`config.mk`:
```
export PLATFORM = sky130hd
export DESIGN_NAME = dct_mac_seq
export DESIGN_NICKNAME = d
export VERILOG_FILES = /design/src/rtl/dct_mac_seq.sv
export SDC_FILE = /design/constraint.sdc
export NUM_CORES = 1
export LEC_CHECK = 0
export BUFFER_PORTS_ARGS = -buffer_cell sky130_fd_sc_hd__buf_2
export CAP_MARGIN = 5
export CORE_AREA = 2 2 39 41
export DETAILED_ROUTE_END_ITERATION = 12
export DIE_AREA = 0 0 41 43
export PLACE_DENSITY = 0.66
export SLEW_MARGIN = 20
export SYNTH_ARGS = -nofsm -noshare
export SYNTH_HDL_FRONTEND = slang
export SYNTH_SLANG_ARGS = --single-unit
```
`constraint.sdc`:
```
create_clock -name clk -period 2.1 [get_ports clk]
set_input_delay 0.315 -clock clk [delete_from_list [all_inputs] [get_ports clk]]
set_output_delay 0.315 -clock clk [all_outputs]
set_load 0.01 [all_outputs]
```
`src/rtl/dct_mac_seq.sv`:
```
// Sequencer for a DCT multiply-accumulate unit: N_TAPS samples per result, MUL_LAT drain, then result hold.
// Define DCT_SEQ_PERF_CNT_EN to add the stall_cnt result back-pressure counter.
//
// state   | meaning
// --------+--------------------------------------------------------------
// S_IDLE  | waiting for the first sample of a block (accept clears the MAC)
// S_ACC   | accumulating samples, cnt selects the coefficient
// S_DRAIN | waiting MUL_LAT cycles for the MAC pipeline to settle
// S_HOLD  | result valid, waiting for the downstream handshake
module dct_mac_seq #(
    parameter int N_TAPS  = 8,
    parameter int MUL_LAT = 2
) (
    input  logic                        clk,
    input  logic                        rst,
    input  logic                        ena,
    input  logic                        din_valid,
    output logic                        din_ready,
    output logic [$clog2(N_TAPS)-1:0]   coef_sel,
    output logic                        mac_clr,
    output logic                        mac_en,
    output logic                        res_valid,
    input  logic                        res_ready,
    output logic                        busy
`ifdef DCT_SEQ_PERF_CNT_EN
    ,
    output logic [15:0]                 stall_cnt
`endif
);

    localparam int CW = $clog2(N_TAPS);
    localparam logic [CW-1:0] LAST_TAP  = CW'(N_TAPS - 1);
    localparam logic [1:0]    DRAIN_LD  = 2'(MUL_LAT - 1);

    typedef enum logic [1:0] {
        S_IDLE  = 2'd0,
        S_ACC   = 2'd1,
        S_DRAIN = 2'd2,
        S_HOLD  = 2'd3
    } state_t;

    state_t          r_state;
    state_t          w_state_nxt;
    logic [CW-1:0]   r_cnt;
    logic [CW-1:0]   w_cnt_nxt;
    logic [1:0]      r_dcnt;
    logic [1:0]      w_dcnt_nxt;

    logic            w_run;
    logic            w_accept;
    logic            w_in_hold;

    // Outputs are gated by rst as well so din_ready reads 0 while reset is held.
    assign w_run     = ena & rst;
    assign w_in_hold = (r_state == S_HOLD);

    assign din_ready = w_run & ((r_state == S_IDLE) | (r_state == S_ACC));
    assign w_accept  = din_valid & din_ready;
    assign mac_en    = w_accept;
    assign mac_clr   = w_accept & (r_state == S_IDLE);
    assign coef_sel  = w_run ? r_cnt : '0;
    assign res_valid = w_run & w_in_hold;
    assign busy      = w_run & (r_state != S_IDLE);

    always_comb begin
        w_state_nxt = r_state;
        w_cnt_nxt   = r_cnt;
        w_dcnt_nxt  = r_dcnt;
        if (w_run) begin
            case (r_state)
                S_IDLE: begin
                    if (w_accept) begin
                        w_state_nxt = S_ACC;
                        w_cnt_nxt   = CW'(1);
                    end
                end
                S_ACC: begin
                    if (w_accept) begin
                        if (r_cnt == LAST_TAP) begin
                            w_state_nxt = S_DRAIN;
                            w_cnt_nxt   = '0;
                            w_dcnt_nxt  = DRAIN_LD;
                        end else begin
                            w_cnt_nxt = r_cnt + CW'(1);
                        end
                    end
                end
                S_DRAIN: begin
                    if (r_dcnt == 2'd0) begin
                        w_state_nxt = S_HOLD;
                    end else begin
                        w_dcnt_nxt = r_dcnt - 2'd1;
                    end
                end
                S_HOLD: begin
                    if (res_ready) begin
                        w_state_nxt = S_IDLE;
                    end
                end
                default: begin
                    w_state_nxt = S_IDLE;
                    w_cnt_nxt   = '0;
                    w_dcnt_nxt  = '0;
                end
            endcase
        end
    end

    always_ff @(posedge clk or negedge rst) begin
        if (!rst) begin
            r_state <= S_IDLE;
            r_cnt   <= '0;
            r_dcnt  <= '0;
        end else begin
            r_state <= w_state_nxt;
            r_cnt   <= w_cnt_nxt;
            r_dcnt  <= w_dcnt_nxt;
        end
    end

`ifdef DCT_SEQ_PERF_CNT_EN
    logic [15:0] r_stall_cnt;
    logic        w_stall;

    assign w_stall = ena & w_in_hold & ~res_ready;

    // Saturating; only reset clears it so software can read it at leisure.
    always_ff @(posedge clk or negedge rst) begin
        if (!rst) begin
            r_stall_cnt <= '0;
        end else if (w_stall && (r_stall_cnt != 16'hFFFF)) begin
            r_stall_cnt <= r_stall_cnt + 16'd1;
        end
    end

    assign stall_cnt = w_run ? r_stall_cnt : '0;
`endif

endmodule

```
==> metrics.txt, run 1 <==
status=complete, no violations; element type at the critical path start=input port; Post-Synthesis Mean Instance Area=9.75 µm²; arrival time of data at the critical path endpoint=1610 ps; most frequently used cell type in the post-synthesis netlist=sky130_fd_sc_hd__ha_1; routability congestion estimate from global placement=0.761; largest fanout of any net on the critical path=13; number of enable flip-flop cells after synthesis=0; number of fill cells=137; Synth cell types=19; achievable clock frequency=520 MHz; Area growth syn-to-layout=22.1%; Clock Latency Late Sink=250 ps; Sinks on Clock Net=7; DIE WIDTH=41 µm; cell class contributing the biggest share of worst-path delay=buffers and inverters; pins over their slew limit=0; area of combinational cells with multiple inputs=329 µm²; total via count in the routed design=438; unrepaired setup endpoints after global routing=no; slack of the critical path=176 ps; post-synthesis mux area share=6.89%; drt total wl=967 µm; count of buffering cells on the critical path with inverters included=3; post-route fraction of the period consumed by the critical path=91.6%; static power due to leakage=0.354 nW; number of antenna violations at the first check in global routing=0; overflow left after global routing=0; R2R Path End=r_cnt[0]$_DFFE_PN0P_; Synth Instances=54; adder and majority cell fraction of the synthesized area=19.0%; Min Clock Period, post-route=1920 ps; antenna-violating nets left=0; post-synthesis sequential element count=7; post-detailed-route via-to-cell ratio=5.03; final net count=85; Worst VDD drop=0.661 mV; Synth top cells by count=sky130_fd_sc_hd__ha_1, sky130_fd_sc_hd__dfrtp_1, sky130_fd_sc_hd__inv_1; post-route clock skew=1.82 ps; Slew headroom=71.7%; cell-by-cell trace of the critical path=dlygate4sd3_1, buf_2, o2111ai_2, nor2_1, buf_2; number of levels in the clock H-tree=1; max-cap viol count=0; layout cell share with drive strength beyond 1=36.6%; Worst-Margin Slew=414 ps; category of the most critical setup path=input port to primary output; Ports=13; die area=1760 µm²; post-synth top area share=33.3%; largest net degree at the start of global routing=14; Synthesized Nets=67; global-route wire length before repair=1550 µm; endpoint required time on the critical path=1780 ps; Residual DRC=0; standard cell with the maximum stage delay on the critical path=sky130_fd_sc_hd__dlygate4sd3_1; via count of the first global-routing pass=394; start of the worst register-to-register path=r_state[1]$_DFFE_PN0P_; register area=175 µm²; setup_tns=0 ps; top post-synthesis cells by area=sky130_fd_sc_hd__dfrtp_1, sky130_fd_sc_hd__ha_1, sky130_fd_sc_hd__and3_2; xor and xnor fraction of the mapped netlist area=0%; type of the most critical hold path=input port to async pin; delay contributed by the slowest stage of the critical path=520 ps; cell occurring most often along the worst timing path=sky130_fd_sc_hd__buf_2; Cell Pwr Density=1160 nW/µm²; cell taking the most area after synthesis=sky130_fd_sc_hd__dfrtp_1; number of setup violations in the final report=0; Final HPWL DP=757 µm; average wire per standard cell=11.1 µm; warning count from the yosys run=0; area of the mapped netlist=527 µm²; hold violation total from the final report=0; dominant combinational cell family by area after synthesis=simple AND/OR/NAND/NOR gates; Synth Area in Compound Gates=15.9%; worst slack at placement=441 ps; post-cts gate resize count=0; Reg2Reg Depth=4; DR iter-0 viols=11; n_diodes=0; CTS tree=yes; prevailing post-synth register cell=sky130_fd_sc_hd__dfrtp_1; initial core utilization=38.1%; height of the die=43 µm; portion of the post-synthesis area used by sequential elements=33.3%; basic-gate share of the synthesized area counting and, or, nand and nor cells=20.7%; Clock Pin Slew Worst Setup and Hold Paths=50 ps; Core Area=1380 µm²; flop-to-flop setup slack=490 ps; crit path capture type=primary output; Final Instance Area=643 µm²; clock tree root buffer cell=sky130_fd_sc_hd__clkbuf_4; Final Power=0.000744 W; Total Routing Usage GR=13.3%; async set or reset register ratio after synthesis=100%; DRT Pass-1 Iters=4; number of hold buffers added after cts=1; number of buffers created by CTS=3; number of I/O port buffers=12; floorplan row count=14; post-CTS setup repair buffer count=0; placed instance area=607 µm²; maximum root-to-sink buffer count=2
worst max-delay path by stage:
| stage | start | to | cells after the start |
|---|---|---|---|
| 2_1_floorplan | r_state[1]$_DFFE_PN0P_ | mac_clr | 4 |
| 3_3_place_gp | r_state[1]$_DFFE_PN0P_ | mac_clr | 5 |
| 3_5_place_dp | r_state[1]$_DFFE_PN0P_ | mac_clr | 5 |
| 4_1_cts | rst | mac_clr | 5 |
| 5_1_grt | r_state[1]$_DFFE_PN0P_ | mac_clr | 5 |
| 6_report | rst | mac_clr | 5 |
through the flow:
step                      utilization, %  instances  hold slack (ps)
final                               46.5         87              473
after global routing                46.5         87              499
after CTS                           46.5         87              469
after detailed placement            43.9         82              201
after global placement              43.9         82              197
after floorplan                        -         54             19.4
worst register-to-register path, cell delays in order, from the launching register on:
cell and delay (ps):
sky130_fd_sc_hd__dfrtp_1 390, sky130_fd_sc_hd__inv_1 90, sky130_fd_sc_hd__ha_1 290, sky130_fd_sc_hd__o2111ai_2 360
sky130_fd_sc_hd__mux2_2 370
cells by family after synthesis:
kind of cell               count (synthesis)
adders and majority gates                  8
and+or+nand+nor                           20
AOI/OAI and AO/OA                         10
buffers and inverters                      6
muxes                                      3
DFF                                        7
placed cells by master, fill, tap and decap left out, types with 2 or more instances in the layout:
cell type / synthesis / routed
sky130_fd_sc_hd__o21ai_0: 4 / 4
sky130_fd_sc_hd__buf_2: 0 / 12
sky130_fd_sc_hd__inv_1: 6 / 6
sky130_fd_sc_hd__clkbuf_4: 0 / 3
sky130_fd_sc_hd__dfrtp_1: 7 / 7
sky130_fd_sc_hd__and3_2: 4 / 4
sky130_fd_sc_hd__and3_1: 2 / 2
sky130_fd_sc_hd__nand2_2: 2 / 2
sky130_fd_sc_hd__nand2_1: 4 / 4
sky130_fd_sc_hd__o2111ai_2: 2 / 2
sky130_fd_sc_hd__nor2_1: 5 / 5
sky130_fd_sc_hd__nand2b_1: 2 / 2
sky130_fd_sc_hd__ha_1: 8 / 8
per-layer routing:
layer	track usage (%)	vias up	routed length, µm
li1	-	224	-
met1	15.1	195	432
met2	20.3	19	431
met3	7.85	0	103
met4	4.00	0	0
met5	0	-	0
state kept, by name (all words and copies together), names as in the netlist:
register,flops
r_cnt,3
r_state,2
r_dcnt,2
power by group:
| part | total (W) | switching, W | internal, W |
|---|---|---|---|
| registers | 0.000249 | 0.0000481 | 0.000201 |
| logic | 0.000376 | 0.000206 | 0.000170 |
| clock network | 0.000119 | 0.0000467 | 0.0000723 |
| total | 0.000744 | 0.000301 | 0.000443 |
layout make-up:
cell class	count	share of cell area [%]
clock buffers	4	4.09
well taps	16	3.11
multi-input cells	41	51.2
inverters	6	3.50
repair buffers	13	10.9
flip-flops and latches	7	27.2
(Power assumes the default switching activity.)
==> inputs of run 2 (changes only) <==
- CORE_AREA: 2 2 39 41 -> 8 8 45 47
- CTS_BUF_LIST: not set -> sky130_fd_sc_hd__clkbuf_4 sky130_fd_sc_hd__clkbuf_8
- DIE_AREA: 0 0 41 43 -> 0 0 53 55
==> metrics.txt, run 2 (synthesis results as in run 1) <==
status=complete, no violations; cell class contributing the biggest share of worst-path delay=buffers and inverters; Ports=13 (unchanged); Worst VDD drop=0.496 mV (-25%); post-detailed-route via-to-cell ratio=5.02 (-0.23%); routability congestion estimate from global placement=0.813 (+6.8%); Clock Latency Late Sink=250 ps (about the same); most common cell after layout, fill and taps aside=sky130_fd_sc_hd__buf_2; largest net degree at the start of global routing=14 (unchanged); register area=175 µm² (unchanged); number of fill cells=134 (-2.2%); Min Clock Period, post-route=1920 ps (-3.73 ps); clock power share=17.5% (+1.5 points); Placed Instances=82 (unchanged); cell-internal power=0.000461 W (+4.1%); post-route fraction of the period consumed by the critical path=91.5% (-0.18 points); maximum root-to-sink buffer count=2 (unchanged); number of antenna violations at the first check in global routing=0 (unchanged); Clock Pin Slew Worst Setup and Hold Paths=60 ps (about the same); GRT met3 Usage=3.74% (-4.1 points); Total Routing Usage GR=8.56% (-4.8 points); standard cell with the maximum stage delay on the critical path=sky130_fd_sc_hd__dlygate4sd3_1; hold violation total from the final report=0 (unchanged); post-route clock skew=3.84 ps (+2.01 ps); stages on the worst setup path=5 (unchanged); global-route wire length before repair=1870 µm (+20%); post-CTS setup repair buffer count=0 (unchanged); overflow left after global routing=0 (unchanged); Reg2Reg Depth=6 (+2); CTS tree=yes; max-cap viol count=0 (unchanged); endpoint required time on the critical path=1780 ps (about the same); Worst-Margin Slew=361 ps (-52.5 ps); via count of the first global-routing pass=420 (+6.6%); largest registers=r_cnt x3, r_dcnt x2, r_state x2; DRT Pass-1 Iters=4 (unchanged); static power due to leakage=0.356 nW (+0.52%); antenna-violating nets left=0 (unchanged); count of buffering cells on the critical path with inverters included=3 (unchanged); achievable clock frequency=521 MHz (+0.19%); Largest register FFs=3 (unchanged); number of setup violations in the final report=0 (unchanged); fraction of power spent switching nets=40.9% (+0.41 points); die area=2920 µm² (+65%); Final HPWL DP=848 µm (+12%); Residual DRC=0 (unchanged); n_diodes=0 (unchanged); crit path capture type=primary output; Sinks on Clock Net=7 (unchanged); pins over their slew limit=0 (unchanged); count of non-filler cells in the finished layout=87 (unchanged); DIE WIDTH=53 µm (+29%); Area growth syn-to-layout=23.3%; Core Area=1380 µm² (unchanged); initial core utilization=38.1% (unchanged); layout cell share with drive strength beyond 1=39.4% (+2.8 points); drt total wl=1120 µm (+16%); delay contributed by the slowest stage of the critical path=520 ps (about the same); arrival time of data at the critical path endpoint=1610 ps (about the same); largest fanout of any net on the critical path=13 (unchanged); category of the most critical setup path=input port to primary output; height of the die=55 µm (+28%); number of levels in the clock H-tree=1 (unchanged); total via count in the routed design=437 (-0.23%); floorplan row count=14 (unchanged); net switching component of the power=0.000319 W (+5.9%); combinational fraction of design power=50.4% (-0.2 points); sequential cell fraction of total power=32.2% (-1.2 points); average wire per standard cell=12.9 µm (+16%); setup_tns=0 ps (unchanged); DR iter-0 viols=6 (-5); unrepaired setup endpoints after global routing=no; number of I/O port buffers=12 (unchanged); final net count=85 (unchanged); commonest non-fill, non-tap cells in the layout=sky130_fd_sc_hd__buf_2, sky130_fd_sc_hd__ha_1, sky130_fd_sc_hd__dfrtp_1; cell-by-cell trace of the critical path=dlygate4sd3_1, buf_2, o2111ai_2, nor2_1, buf_2; clock tree root buffer cell=sky130_fd_sc_hd__clkbuf_4; Slew headroom=75.3% (+3.6 points); area of combinational cells with multiple inputs=332 µm² (+0.76%); global routing usage on met1=9.98% (-5.1 points); number of buffers created by CTS=3 (unchanged); cell occurring most often along the worst timing path=sky130_fd_sc_hd__buf_2; element type at the critical path start=input port; type of the most critical hold path=input port to async pin; Biggest register=r_cnt; most utilized layer in the global route result=met2; met2 routing resource usage after global routing=13.9% (-6.4 points); Cell Pwr Density=1200 nW/µm² (+3.8%)
## run 2: final timing paths
check	end	startpoint	slack, ps
hold reg to reg	r_dcnt[1]$_DFFE_PN0P_	r_dcnt[1]$_DFFE_PN0P_	510
max in group asynchronous	r_state[1]$_DFFE_PN0P_	rst	1430
setup / recovery	mac_clr	rst	180
setup reg to reg	r_state[1]$_DFFE_PN0P_	r_cnt[0]$_DFFE_PN0P_	460
min in group clk	r_cnt[1]$_DFFE_PN0P_	din_valid	500
hold / removal	r_dcnt[0]$_DFFE_PN0P_	rst	470
## run 2: area by class of cell
| type | instances | share of cell area, % |
|---|---|---|
| clock buffer | 4 | 4.62 |
| inverter | 6 | 3.47 |
| multi-input combinational | 41 | 51.1 |
| sequential | 7 | 27.0 |
| tap | 16 | 3.08 |
| timing repair buffer | 13 | 10.8 |
## run 2: timing repair
| item | CTS | global route |
|---|---|---|
| endpoints found under the hold margin | 7 | 0 |
| resized for setup | 0 | 1 |
| setup endpoints to repair | 0 | 1 |
| hold buffers | 1 | 0 |
## run 2: worst register-to-register path, stage by stage (launching register included)
cell and delay, ps:
sky130_fd_sc_hd__dfrtp_1 390, sky130_fd_sc_hd__ha_1 170, sky130_fd_sc_hd__ha_1 190, sky130_fd_sc_hd__nand2_2 70, sky130_fd_sc_hd__a21oi_2 190, sky130_fd_sc_hd__o2111ai_2 190, sky130_fd_sc_hd__mux2_4 330
## run 2: layer usage
layer | routed length, µm | share of wire [%]
met5 | 0 | 0
met4 | 0 | 0
met3 | 113 | 10
met2 | 504 | 45
met1 | 501 | 45
## run 2: through the flow
step | util (%) | total power (W) | hold WS, ps | setup WS, ps | area [µm²]
after floorplan | - | 0.000534 | 19.4 | 604 | 527
after global placement | 43.9 | 0.000628 | 196 | 475 | 607
after detailed placement | 43.9 | 0.000637 | 200 | 439 | 607
after CTS | 46.7 | 0.000785 | 470 | 140 | 647
after global routing | 46.9 | 0.000864 | 497 | 33.7 | 649
final | 46.9 | 0.000780 | 466 | 179 | 649
## run 2: power groups by stage
stage	Combinational (W)	Sequential, W	Clock (W)
after floorplan	0.000295	0.000239	0
after global placement	0.000380	0.000249	0
after detailed placement	0.000385	0.000253	0
after CTS	0.000390	0.000251	0.000144
after global routing	0.000450	0.000259	0.000155
final	0.000393	0.000251	0.000136
==> inputs of run 3 (changes only) <==
- CAP_MARGIN: 5 -> not set
- CORE_AREA: 8 8 45 47 -> 2 2 39 41
- DIE_AREA: 0 0 53 55 -> 0 0 41 43
- RECOVER_POWER: not set -> 25
==> metrics.txt, run 3 (synthesis results as in run 1) <==
height of the die=43 µm (-22%); DIE WIDTH=41 µm (-23%); start of the worst register-to-register path=r_state[1]$_DFFE_PN0P_; floorplan row count=14 (unchanged); worst setup path start=r_state[1]$_DFFE_PN0P_; DRT Pass-1 Iters=4 (unchanged); placed instance area=607 µm² (unchanged); met2 WL=435 µm (-14%); Biggest register=r_cnt; element type at the critical path start=flip-flop; routability congestion estimate from global placement=0.761 (-6.3%); die area=1760 µm² (-40%); hold violation total from the final report=0 (unchanged); number of setup violations in the final report=0 (unchanged); count of non-filler cells in the finished layout=87 (unchanged); sequential cell fraction of total power=32.8% (+0.6 points); core occupancy in the finished layout=46.7% (-0.18 points); type of the most critical hold path=input port to async pin; fraction of power spent switching nets=40.0% (-0.84 points); arrival time of data at the critical path endpoint=1610 ps (about the same); antenna-violating nets left=0 (unchanged); Met1 Routed Length=460 µm (-8.2%); Core Area=1380 µm² (unchanged); Clock Pin Slew Worst Setup and Hold Paths=50 ps (about the same); Final HPWL DP=757 µm (-11%); global-route wire length before repair=1570 µm (-16%); worst hold margin=471 ps (+4.42 ps); endpoint required time on the critical path=1780 ps (about the same); Total Routing Usage GR=13.4% (+4.9 points); number of buffers created by CTS=3 (unchanged); number of levels in the clock H-tree=1 (unchanged); commonest non-fill, non-tap cells in the layout=sky130_fd_sc_hd__buf_2, sky130_fd_sc_hd__ha_1, sky130_fd_sc_hd__dfrtp_1; DR iter-0 viols=11 (+5); post-route clock skew=3.25 ps (-0.591 ps); pins over their slew limit=0 (unchanged); Slew headroom=71.6% (-3.6 points); standard cell with the maximum stage delay on the critical path=sky130_fd_sc_hd__dfrtp_1; unrepaired setup endpoints after global routing=no; clock tree root buffer cell=sky130_fd_sc_hd__clkbuf_4; final net count=85 (unchanged); Final Instance Area=647 µm² (-0.39%); Largest register FFs=3 (unchanged); largest fanout of any net on the critical path=8 (-5); number of hold buffers added after cts=1 (unchanged); post-route fraction of the period consumed by the critical path=91.8% (+0.30 points); flop-to-flop setup slack=490 ps (+30 ps); status=complete, no violations; via count of the first global-routing pass=395 (-6.0%); most common cell after layout, fill and taps aside=sky130_fd_sc_hd__buf_2; largest registers=r_cnt x3, r_dcnt x2, r_state x2; Cell Pwr Density=1180 nW/µm² (-2.0%); total via count in the routed design=430 (-1.6%); Residual DRC=0 (unchanged); average wire per standard cell=11.3 µm (-12%); Area growth syn-to-layout=22.8%; n_diodes=0 (unchanged); post-detailed-route via-to-cell ratio=4.94 (-1.6%); Ports=13 (unchanged); Sinks on Clock Net=7 (unchanged); combinational fraction of design power=49.8% (-0.6 points); setup_tns=0 ps (unchanged); number of fill cells=142 (+6.0%); achievable clock frequency=519 MHz (-0.32%); number of I/O port buffers=12 (unchanged); Worst-Margin Slew=415 ps (+53.2 ps); Min Clock Period, post-route=1930 ps (+6.25 ps); maximum root-to-sink buffer count=2 (unchanged); R2R Path End=r_cnt[0]$_DFFE_PN0P_; number of antenna violations at the first check in global routing=0 (unchanged); post-CTS setup repair buffer count=0 (unchanged); layout cell share with drive strength beyond 1=38.0% (-1.4 points); clock power share=17.5% (about the same); largest net degree at the start of global routing=14 (unchanged); CTS tree=yes; max-cap viol count=0 (unchanged); drt total wl=981 µm (-12%); cell-internal power=0.000457 W (-0.99%); overflow left after global routing=0 (unchanged); net switching component of the power=0.000305 W (-4.4%); crit path capture type=primary output; Top Layer Used=met3; delay contributed by the slowest stage of the critical path=410 ps (-110 ps); Worst VDD drop=0.664 mV (+34%); Placed Instances=82 (unchanged); metal3 WL=85 µm (-25%); static power due to leakage=0.357 nW (+0.44%); post-cts gate resize count=0 (unchanged); cell-by-cell trace of the critical path=inv_1, ha_1, o2111ai_2, nor2_1, buf_2; Reg2Reg Depth=4 (-2); Clock Latency Late Sink=250 ps (about the same); category of the most critical setup path=flip-flop to primary output; initial core utilization=38.1% (unchanged)
run 3: cell types whose count changed in the layout (fill, tap and decap cells not counted):
cell / change
sky130_fd_sc_hd__ha_1: +1
sky130_fd_sc_hd__ha_2: -1
run 3: stage by stage:
step	setup WS, ps	total power, W
after floorplan	604	0.000534
after global placement	499	0.000628
after detailed placement	441	0.000633
after CTS	157	0.000775
after global routing	19.9	0.000844
final	173	0.000761
run 3: layer usage:
metal / vias up / track usage, %
met1: 193 / 15.5
met3: 0 / 7.85
met4: 0 / 4.00
li1: 224 / -
met5: - / 0
met2: 13 / 20.3
run 3: final cells by class:
class | instances | area (µm²) | area share [%]
inverters | 6 | 22.5 | 3.48
repair buffers | 13 | 70.1 | 10.8
flip-flops and latches | 7 | 175 | 27.1
multi-input cells | 41 | 329 | 50.9
clock buffers | 4 | 30.0 | 4.64
well taps | 16 | 20.0 | 3.09
run 3: power groups by stage:
stage / registers, W / logic (W) / clock network [W]
2_1_floorplan: 0.000239 / 0.000295 / 0
3_3_place_gp: 0.000251 / 0.000378 / 0
3_5_place_dp: 0.000251 / 0.000382 / 0
4_1_cts: 0.000249 / 0.000384 / 0.000142
5_1_grt: 0.000257 / 0.000435 / 0.000151
6_report: 0.000250 / 0.000379 / 0.000133
run 3: critical path: cells and delay by family, from the launching register on:
family,cells,cell delay (ps)
and+or+nand+nor,1,130
adders and majority gates,1,320
AOI/OAI and AO/OA,1,250
DFF,1,410
buffers and inverters,2,250
run 3: how the worst max path moves through the flow:
stage,endpoint,slack [ps],cells after the start
after floorplan,mac_clr,600,4
after global placement,mac_clr,500,5
after detailed placement,mac_clr,440,5
after CTS,mac_clr,160,5
after global routing,mac_clr,20,5
final,mac_clr,170,5
